===== src/rtl/mdu_pkg.sv =====
// Shared definitions for the multiply/divide unit: divider state encoding,
// iteration count and the divide-by-zero quotient pattern.
package mdu_pkg;

  localparam int DIV_WIDTH = 32;
  localparam int DIV_ITER  = DIV_WIDTH;

  // Quotient magnitude produced by the restoring algorithm when the divisor is zero
  localparam logic [DIV_WIDTH-1:0] DIV_RESULT_ZERO_Q = '1;

  typedef enum logic [1:0] {
    DIV_IDLE = 2'd0,
    DIV_BUSY = 2'd1,
    DIV_DONE = 2'd2
  } div_state_e;

endpackage


===== src/rtl/div_restore_step.sv =====
// One radix-2 restoring division step: shift {rem, quo} left by one,
// trial-subtract the divisor and record the outcome in the quotient LSB.
module div_restore_step #(
  parameter int WIDTH = 32
) (
  input  logic [WIDTH-1:0] i_rem,
  input  logic [WIDTH-1:0] i_quo,
  input  logic [WIDTH-1:0] i_divisor,
  output logic [WIDTH-1:0] o_rem,
  output logic [WIDTH-1:0] o_quo
);

  logic [WIDTH:0] w_shifted;
  logic [WIDTH:0] w_diff;
  logic           w_fits;

  // The shifted remainder needs one extra bit so the compare never overflows
  assign w_shifted = {i_rem, i_quo[WIDTH-1]};
  assign w_diff    = w_shifted - {1'b0, i_divisor};
  assign w_fits    = (w_shifted >= {1'b0, i_divisor});

  assign o_rem = w_fits ? w_diff[WIDTH-1:0] : w_shifted[WIDTH-1:0];
  assign o_quo = {i_quo[WIDTH-2:0], w_fits};

endmodule


===== src/rtl/mdu_div_iter.sv =====
// Iterative radix-2 restoring divider for MIPS DIV/DIVU (LO = quotient,
// HI = remainder). Stalls the pipeline while iterating and holds its result
// while the memory side freezes the pipeline.
// Optional feature macro: DIV_EARLY_OUT_EN (finish in one cycle when the
// divisor is zero or |dividend| < |divisor|).
module mdu_div_iter
  import mdu_pkg::*;
#(
  parameter int WIDTH = DIV_WIDTH,
  parameter int CNT_W = 6
) (
  input  logic             clk,
  input  logic             resetn,
  input  logic             start,
  input  logic             signed_div,
  input  logic [WIDTH-1:0] dividend,
  input  logic [WIDTH-1:0] divisor,
  input  logic             flush,
  input  logic             stall_ext,
  output logic             div_stall,
  output logic             result_valid,
  output logic [WIDTH-1:0] lo_out,
  output logic [WIDTH-1:0] hi_out
);

  div_state_e       r_state;
  div_state_e       w_next_state;
  logic [CNT_W-1:0] r_cnt;
  logic [WIDTH-1:0] r_rem;
  logic [WIDTH-1:0] r_quo;
  logic [WIDTH-1:0] r_div;
  logic [WIDTH-1:0] r_lo;
  logic [WIDTH-1:0] r_hi;
  logic             r_neg_q;
  logic             r_neg_r;

  logic             w_dvd_neg;
  logic             w_dvs_neg;
  logic [WIDTH-1:0] w_dvd_abs;
  logic [WIDTH-1:0] w_dvs_abs;
  logic [WIDTH-1:0] w_step_rem;
  logic [WIDTH-1:0] w_step_quo;
  logic             w_last;
  logic             w_early;

  // Negate a magnitude when the result must be negative
  function automatic logic [WIDTH-1:0] fixSign(input logic [WIDTH-1:0] v, input logic neg);
    return neg ? -v : v;
  endfunction

  // The unsigned path never takes magnitudes, so DIVU operands pass straight through
  assign w_dvd_neg = signed_div & dividend[WIDTH-1];
  assign w_dvs_neg = signed_div & divisor[WIDTH-1];
  assign w_dvd_abs = w_dvd_neg ? -dividend : dividend;
  assign w_dvs_abs = w_dvs_neg ? -divisor : divisor;
  assign w_last    = (r_cnt == CNT_W'(WIDTH - 1));

`ifdef DIV_EARLY_OUT_EN
  assign w_early = (w_dvs_abs == '0) || (w_dvd_abs < w_dvs_abs);
`else
  assign w_early = 1'b0;
`endif

  div_restore_step #(
    .WIDTH(WIDTH)
  ) u_step (
    .i_rem    (r_rem),
    .i_quo    (r_quo),
    .i_divisor(r_div),
    .o_rem    (w_step_rem),
    .o_quo    (w_step_quo)
  );

  // State register
  always_ff @(posedge clk or negedge resetn) begin
    if (!resetn) r_state <= DIV_IDLE;
    else         r_state <= w_next_state;
  end

  // Next-state decode plus the combinational stall that freezes EX from the first cycle
  always_comb begin
    w_next_state = r_state;
    case (r_state)
      DIV_IDLE: if (start)      w_next_state = w_early ? DIV_DONE : DIV_BUSY;
      DIV_BUSY: if (w_last)     w_next_state = DIV_DONE;
      DIV_DONE: if (!stall_ext) w_next_state = DIV_IDLE;
      default:                  w_next_state = DIV_IDLE;
    endcase
    if (flush) w_next_state = DIV_IDLE;
    result_valid = (r_state == DIV_DONE);
    div_stall    = (((r_state == DIV_IDLE) && start) || (r_state == DIV_BUSY)) && !flush;
  end

  // Operand capture, one restoring step per BUSY cycle and sign fix-up on the last step
  always_ff @(posedge clk or negedge resetn) begin
    if (!resetn) begin
      r_cnt   <= '0;
      r_rem   <= '0;
      r_quo   <= '0;
      r_div   <= '0;
      r_lo    <= '0;
      r_hi    <= '0;
      r_neg_q <= 1'b0;
      r_neg_r <= 1'b0;
    end else if (!flush) begin
      case (r_state)
        DIV_IDLE: begin
          if (start) begin
            r_cnt   <= '0;
            r_rem   <= '0;
            r_quo   <= w_dvd_abs;
            r_div   <= w_dvs_abs;
            r_neg_q <= w_dvd_neg ^ w_dvs_neg;
            r_neg_r <= w_dvd_neg;
`ifdef DIV_EARLY_OUT_EN
            if (w_early) begin
              r_lo <= fixSign((w_dvs_abs == '0) ? WIDTH'(DIV_RESULT_ZERO_Q) : '0,
                              w_dvd_neg ^ w_dvs_neg);
              r_hi <= fixSign(w_dvd_abs, w_dvd_neg);
            end
`endif
          end
        end
        DIV_BUSY: begin
          r_cnt <= r_cnt + CNT_W'(1);
          r_rem <= w_step_rem;
          r_quo <= w_step_quo;
          if (w_last) begin
            r_lo <= fixSign(w_step_quo, r_neg_q);
            r_hi <= fixSign(w_step_rem, r_neg_r);
          end
        end
        default: ;
      endcase
    end
  end

  assign lo_out = r_lo;
  assign hi_out = r_hi;

endmodule

===== config.mk =====
export PLATFORM = sky130hd
export DESIGN_NAME = mdu_div_iter
export DESIGN_NICKNAME = d
export VERILOG_FILES = /design/src/rtl/mdu_pkg.sv /design/src/rtl/div_restore_step.sv /design/src/rtl/mdu_div_iter.sv
export SDC_FILE = /design/constraint.sdc
export NUM_CORES = 1
export LEC_CHECK = 0
export CORE_MARGIN = 2
export CORE_UTILIZATION = 43
export DETAILED_ROUTE_END_ITERATION = 6
export GPL_TIMING_DRIVEN = 0
export PLACE_DENSITY_LB_ADDON = 0.3
export SETUP_SLACK_MARGIN = 0.05
export SLEW_MARGIN = 20
export SYNTH_ARGS = -nofsm -noshare
export SYNTH_HDL_FRONTEND = slang
export SYNTH_SLANG_ARGS = --single-unit

===== constraint.sdc =====
create_clock -name clk -period 6.2 [get_ports clk]
set_input_delay 0.62 -clock clk [delete_from_list [all_inputs] [get_ports clk]]
set_output_delay 0.62 -clock clk [all_outputs]
set_load 0.005 [all_outputs]

==> results of run 1 <==
worst max-delay path by stage:
| stage | depth (start not counted) | end | from |
|---|---|---|---|
| after floorplan | 21 | hi_out[30]$_DFFE_PN0P_ | r_rem[17]$_DFFE_PN0P_ |
| after global placement | 1 | hi_out[13]$_DFFE_PN0P_ | resetn |
| after detailed placement | 21 | hi_out[30]$_DFFE_PN0P_ | r_rem[17]$_DFFE_PN0P_ |
| after CTS | 21 | hi_out[30]$_DFFE_PN0P_ | r_rem[17]$_DFFE_PN0P_ |
| after global routing | 21 | hi_out[30]$_DFFE_PN0P_ | r_rem[8]$_DFFE_PN0P_ |
| final | 20 | hi_out[30]$_DFFE_PN0P_ | r_rem[17]$_DFFE_PN0P_ |
repair_timing:
action,CTS,global route
setup endpoints to repair,0,1
hold buffers,0,0
buffers inserted,0,0
gates resized for setup,0,2
cell usage in the layout, fill, tap and decap left out, drive strengths merged, types with 6 or more instances in the layout:
master,instances
clkbuf,74
a211oi,10
clkdlybuf4s50,134
o41ai,12
a21o,10
mux2i,26
o21bai,9
nand4,16
and2,6
nand2,220
xor2,75
nor2,91
a21oi,94
inv,65
xnor2,64
o21a,10
nor4,24
or2,8
nand2b,12
or4,9
o31ai,28
buf,26
dfrtp,170
or3,21
nor3,28
a31oi,13
o21ai,211
ha,37
nand3,22
flip-flops by register name (all words and copies together) (netlist names), 2 cells and up:
register  cells
lo_out       32
hi_out       32
r_quo        32
r_div        32
r_cnt         6
r_rem        32
r_state       2
critical path, stage by stage, from the launching register on:
cell and delay (ps):
dfrtp_1 450, ha_1 330, buf_6 140, a21o_1 220, a31oi_1 250, nor2_1 90
or3_1 400, o31a_1 390, inv_2 130, buf_4 200, buf_2 300, buf_2 340
mux2i_1 330, ha_1 300, nand2_1 70, nor4bb_1 540, a41o_1 340, nand2_1 160
o41ai_2 340, xor2_1 210, o21ai_1 80
routing by layer:
metal | track usage | vias to the layer above | share of wire
met5 | 0 | - | 0
met4 | 0.0806 | 0 | 0.023
met3 | 0.0404 | 62 | 0.063
met2 | 0.385 | 397 | 0.44
met1 | 0.375 | 5383 | 0.48
li1 | - | 5409 | -
cells by family (layout without fill, tap and decap cells):
group / after synthesis / in the layout / synth area share
simple gates: 477 / 477 / 0.189
compound gates: 444 / 444 / 0.228
flops: 170 / 170 / 0.364
xor+xnor: 139 / 139 / 0.104
buf+inv: 138 / 307 / 0.0477
fa+ha+maj: 38 / 38 / 0.0414
mux: 29 / 29 / 0.0252
report_power, final:
| part | switching (W) | total [W] | leakage [nW] | internal (W) |
|---|---|---|---|---|
| combinational | 0.000543 | 0.000874 | 3.44 | 0.000330 |
| sequential | 0.0000990 | 0.00130 | 2.22 | 0.00120 |
| clock | 0.000495 | 0.00107 | 0.275 | 0.000578 |
| total | 0.00114 | 0.00324 | 5.93 | 0.00210 |
layout make-up:
class / count / share of cell area
multi-input cells: 1127 / 0.488
flip-flops and latches: 170 / 0.302
repair buffers: 137 / 0.0986
clock buffers: 20 / 0.0317
well taps: 341 / 0.0303
plain buffers: 77 / 0.0233
inverters: 61 / 0.0163
clock inverters: 12 / 0.00942
stage by stage:
| step | cells | TNS [ps] | power [W] | instance area (um2) |
|---|---|---|---|---|
| CTS | 1945 | 0 | 0.00323 | 14100 |
| global route | 1945 | 0 | 0.00341 | 14100 |
| global placement | 1911 | -418360 | 0.00215 | 13400 |
| floorplan | 1435 | 0 | 0.00187 | 11700 |
| detailed placement | 1913 | 0 | 0.00217 | 13500 |
| finish | 1945 | 0 | 0.00324 | 14100 |
==> impl_metrics.tcl, run 1 <==
set metrics [dict create \
    ys_warn_count 0 \
    status "complete, no violations" \
    wire_per_inst_um 18.7 \
    antennaDiodeCount 0 \
    vias 11251 \
    synth_cell_types 75 \
    yosys.area.top_type "dfrtp_1" \
    timing.rr.start "r_rem[17]$_DFFE_PN0P_" \
    drc 0 \
    drtAntennaViolNets 0 \
    drv_cap 0 \
    die_h_um 169 \
    dp_hpwl_mm 28.4 \
    first_iter_violations 934 \
    synth_top_area_share 0.364 \
    grt.overflow.total 0 \
    firstDrtPassIters 6 \
    rsz0062_at_grt "no" \
    fin_crit_sh 0.928 \
    clk_pin_slew_worst_paths_ps 70 \
    seq_area_um2 4250 \
    hold_ws_ps 162 \
    clock_sinks 170 \
    required_ps 6500 \
    multi_input_area_um2 6880 \
    worstReg2RegEnd "hi_out[30]$_DFFE_PN0P_" \
    critPathKind "reg -> reg" \
    rows 60 \
    cts_max_path_buffers 2 \
    worst_slack_ps 448 \
    final_max_slew_viol_count 0 \
    post-route-util 0.525 \
    hp-class "in -> async" \
    root_buffer "clkbuf_16" \
    yosys-top-cells-area "dfrtp_1 (36%), o21ai_0 (8.2%), nand2_1 (7.1%), xor2_1 (5.6%), xnor2_1 (4.8%)" \
    portBuffers 135 \
    yosysSeqAreaShare 0.364 \
    setup_viol 0 \
    worst_pin_slew_ps 944 \
    rr_worst_depth 20 \
    ys_seq_elements 170 \
    pre_cts_ws_ps 516 \
    cts_buffers 17 \
    p_leak_nw 5.93 \
    n_fill_cell 2539 \
    grt_max_degree 90 \
    postSynth.asyncResetShare 1.00 \
    areaGrowthSynthToFinish_pct 20.7 \
    synth_edf_count 0 \
    cp-end-kind "flip-flop" \
    fin_skew_ps 8.60 \
    hold_viol_final 0 \
    htreeDepth 4 \
    start_kind "flip-flop" \
    fin_nets 1699 \
    die_w_um 169 \
    grt_pass1_vias 10452 \
    viasPerCell 5.78 \
    cts_tree "done" \
    reg2reg_setup_slack_ps 450 \
    peakVddDrop_mv 0.137 \
    yosysMostFrequentCell "nand2_1" \
    antenna_found_initial 0 \
    core-area_um2 26800 \
    netlist_area_um2 11700 \
    synth-main-ff-cell "dfrtp_1" \
    drive_above_1_share 0.0480 \
    wirelength_mm 36.3 \
    die-area_um2 28500 \
    grt_first_pass_wirelength_mm 57.2 \
    insertion_delay_ps 440 \
    avgSynthCellArea_um2 8.13 \
    grt.total_usage 0.255 \
    fmaxAchievable_mhz 174 \
    start_util 0.435 \
    path_max_fanout 10 \
    netlist_instances 1435 \
    critPathArrivalTime_ps 6050 \
    relSlewSlack 0.363 \
    powerDensity_nw_per_um2 230 \
    post-route-min-period_ps 5750 \
    routabilityCongestion 1.00 \
    syn_nets 1543 \
    ioPinCount 136 \
    synthTopCellsByCount "nand2_1 (220), o21ai_0 (191), dfrtp_1 (170)" \
]
Power figures use the tool's default switching activity.
==> inputs of run 2 (changes only) <==
CELL_PAD_IN_SITES_DETAIL_PLACEMENT = 1   (was not set)
CELL_PAD_IN_SITES_GLOBAL_PLACEMENT = 1   (was not set)
CORE_UTILIZATION = 39   (was 43)
clock period = 4.7 ns   (was 6.2 ns; I/O delays follow)
==> impl_metrics.tcl, run 2 (synthesized netlist as in run 1, its figures left out) <==
set metrics [dict create \
    cts_tree "done" \
    grt.overflow.total 0 \
    wl_met1_mm 20.1 \
    clk_pin_slew_worst_paths_ps 80 \
    final_cell_mix "nand2_1 (216), o21ai_0 (189), dfrtp_1 (161)" \
    fin_nets 1729 \
    p_leak_nw 6.19 \
    timing.rr.start "r_rem[17]$_DFFE_PN0P_" \
    areaGrowthSynthToFinish_pct 27.2 \
    antennaDiodeCount 0 \
    final_max_slew_viol_count 0 \
    grt_max_degree 88 \
    required_ps 5000 \
    critPathKind "reg -> reg" \
    fin_skew_ps 12.1 \
    core-area_um2 29600 \
    wire_per_inst_um 21.3 \
    htreeDepth 4 \
    path_max_fanout 8 \
    antenna_found_initial 0 \
    drv_cap 0 \
    layout_commonest_cell "nand2_1" \
    first_iter_violations 859 \
    drc 0 \
    power_w 0.00453 \
    cts_max_path_buffers 2 \
    start_kind "flip-flop" \
    cp-end-kind "flip-flop" \
    dp_hpwl_mm 32.2 \
    routed-wl-met2_mm 20.0 \
    post-route-util 0.502 \
    status "complete, no violations" \
    cts_buffers 17 \
    firstDrtPassIters 5 \
    start_util 0.395 \
    top_layer_used "met4" \
    wl_met3_mm 2.04 \
    reg2reg_setup_slack_ps 110 \
    die_h_um 177 \
    worstReg2RegEnd "hi_out[26]$_DFFE_PN0P_" \
    rr_worst_depth 21 \
    drive_above_1_share 0.103 \
    insertion_delay_ps 450 \
    drtAntennaViolNets 0 \
    pre_cts_ws_ps -1020 \
    clock_sinks 170 \
    portBuffers 135 \
    hp-class "in -> async" \
    worst_pin_slew_ps 1030 \
    viasPerCell 5.75 \
    powerDensity_nw_per_um2 305 \
    peakVddDrop_mv 0.252 \
    grt.total_usage 0.271 \
    root_buffer "clkbuf_16" \
    hold_viol_final 0 \
    rsz0062_at_grt "yes" \
    rows 63 \
    setup_viol 0 \
    post-route-min-period_ps 4590 \
    die-area_um2 31300 \
    die_w_um 177 \
    grt_pass1_vias 12004 \
    grt_first_pass_wirelength_mm 66.2 \
    relSlewSlack 0.307 \
    critPathArrivalTime_ps 4890 \
    routabilityCongestion 0.931 \
    worst_slack_ps 113 \
    fin_crit_sh 0.976 \
    ioPinCount 136 \
    vias 11628 \
    wirelength_mm 43.1 \
    fmaxAchievable_mhz 218 \
]
[run 2: cell types whose count changed in the layout (fill, tap and decap cells not counted), moves of 9 or more]
cell / previous run / this run
dfrtp_1: 170 / 161
buf_2: 17 / 8
ha_1: 37 / 26
buf_4: 1 / 40
dfrtp_2: 0 / 9
[run 2: cell type report]
class                   instances  area [um2]
repair buffers                173        1680
clock inverters                15         193
fillers                      3531       14700
inverters                      61         229
clock buffers                  17         425
flip-flops and latches        170        4270
well taps                     390         488
multi-input cells            1127        7220
plain buffers                  71         348
[run 2: repair_timing]
item                                    CTS  global route
setup buffers                            17            18
endpoints found under the setup margin   21            18
gates cloned                              0             1
resized for setup                        55            34
hold buffers                              0             0
pin swaps                                12            12
[run 2: where the power goes]
part	internal (W)	leakage (nW)	switching, W	total, W
Combinational	0.000518	3.69	0.000817	0.00133
Sequential	0.00158	2.21	0.000147	0.00172
Clock	0.000728	0.295	0.000747	0.00147
Total	0.00282	6.19	0.00171	0.00453
[run 2: worst max path at each step]
| stage | startpoint | endpoint | slack, ps | depth (start not counted) |
|---|---|---|---|---|
| floorplan | r_rem[17]$_DFFE_PN0P_ | hi_out[30]$_DFFE_PN0P_ | 50 | 21 |
| global placement | resetn | r_div[12]$_DFFE_PN0P_ | -4060 | 1 |
| detailed placement | r_rem[17]$_DFFE_PN0P_ | hi_out[30]$_DFFE_PN0P_ | -1020 | 21 |
| CTS | r_rem[17]$_DFFE_PN0P_ | lo_out[20]$_DFFE_PN0P_ | 60 | 20 |
| global route | r_rem[21]$_DFFE_PN0P_ | hi_out[30]$_DFFE_PN0P_ | -70 | 20 |
| finish | r_rem[17]$_DFFE_PN0P_ | hi_out[26]$_DFFE_PN0P_ | 110 | 21 |
[run 2: worst max-delay path: stages (launching register included)]
cell,delay [ps]
dfrtp_2,460
ha_4,250
buf_6,130
a21o_1,190
a31oi_2,220
nor2_2,60
or3_4,380
o31a_1,310
inv_2,90
buf_8,120
buf_12,130
mux2i_4,280
ha_4,190
nand3b_1,100
or3_4,420
nor3_2,120
a41o_1,200
nand2_2,120
buf_4,180
o41ai_4,220
xnor2_1,160
o21ai_0,110
[run 2: metal layers]
layer  track usage  vias to the layer above
met5             0                        -
met4        0.0730                        0
met3        0.0279                       52
met2         0.441                      323
met1         0.383                     5799
li1              -                     5454
[run 2: stage by stage]
| stage | instances | TNS (ps) | hold slack, ps | instance area [um2] |
|---|---|---|---|---|
| floorplan | 1435 | 0 | 174 | 11700 |
| global placement | 1960 | -697170 | 465 | 13500 |
| detailed placement | 1962 | -14020 | 469 | 13600 |
| CTS | 2006 | 0 | 63.6 | 14500 |
| global route | 2024 | -201 | 79.1 | 14800 |
| finish | 2024 | 0 | 21.2 | 14800 |
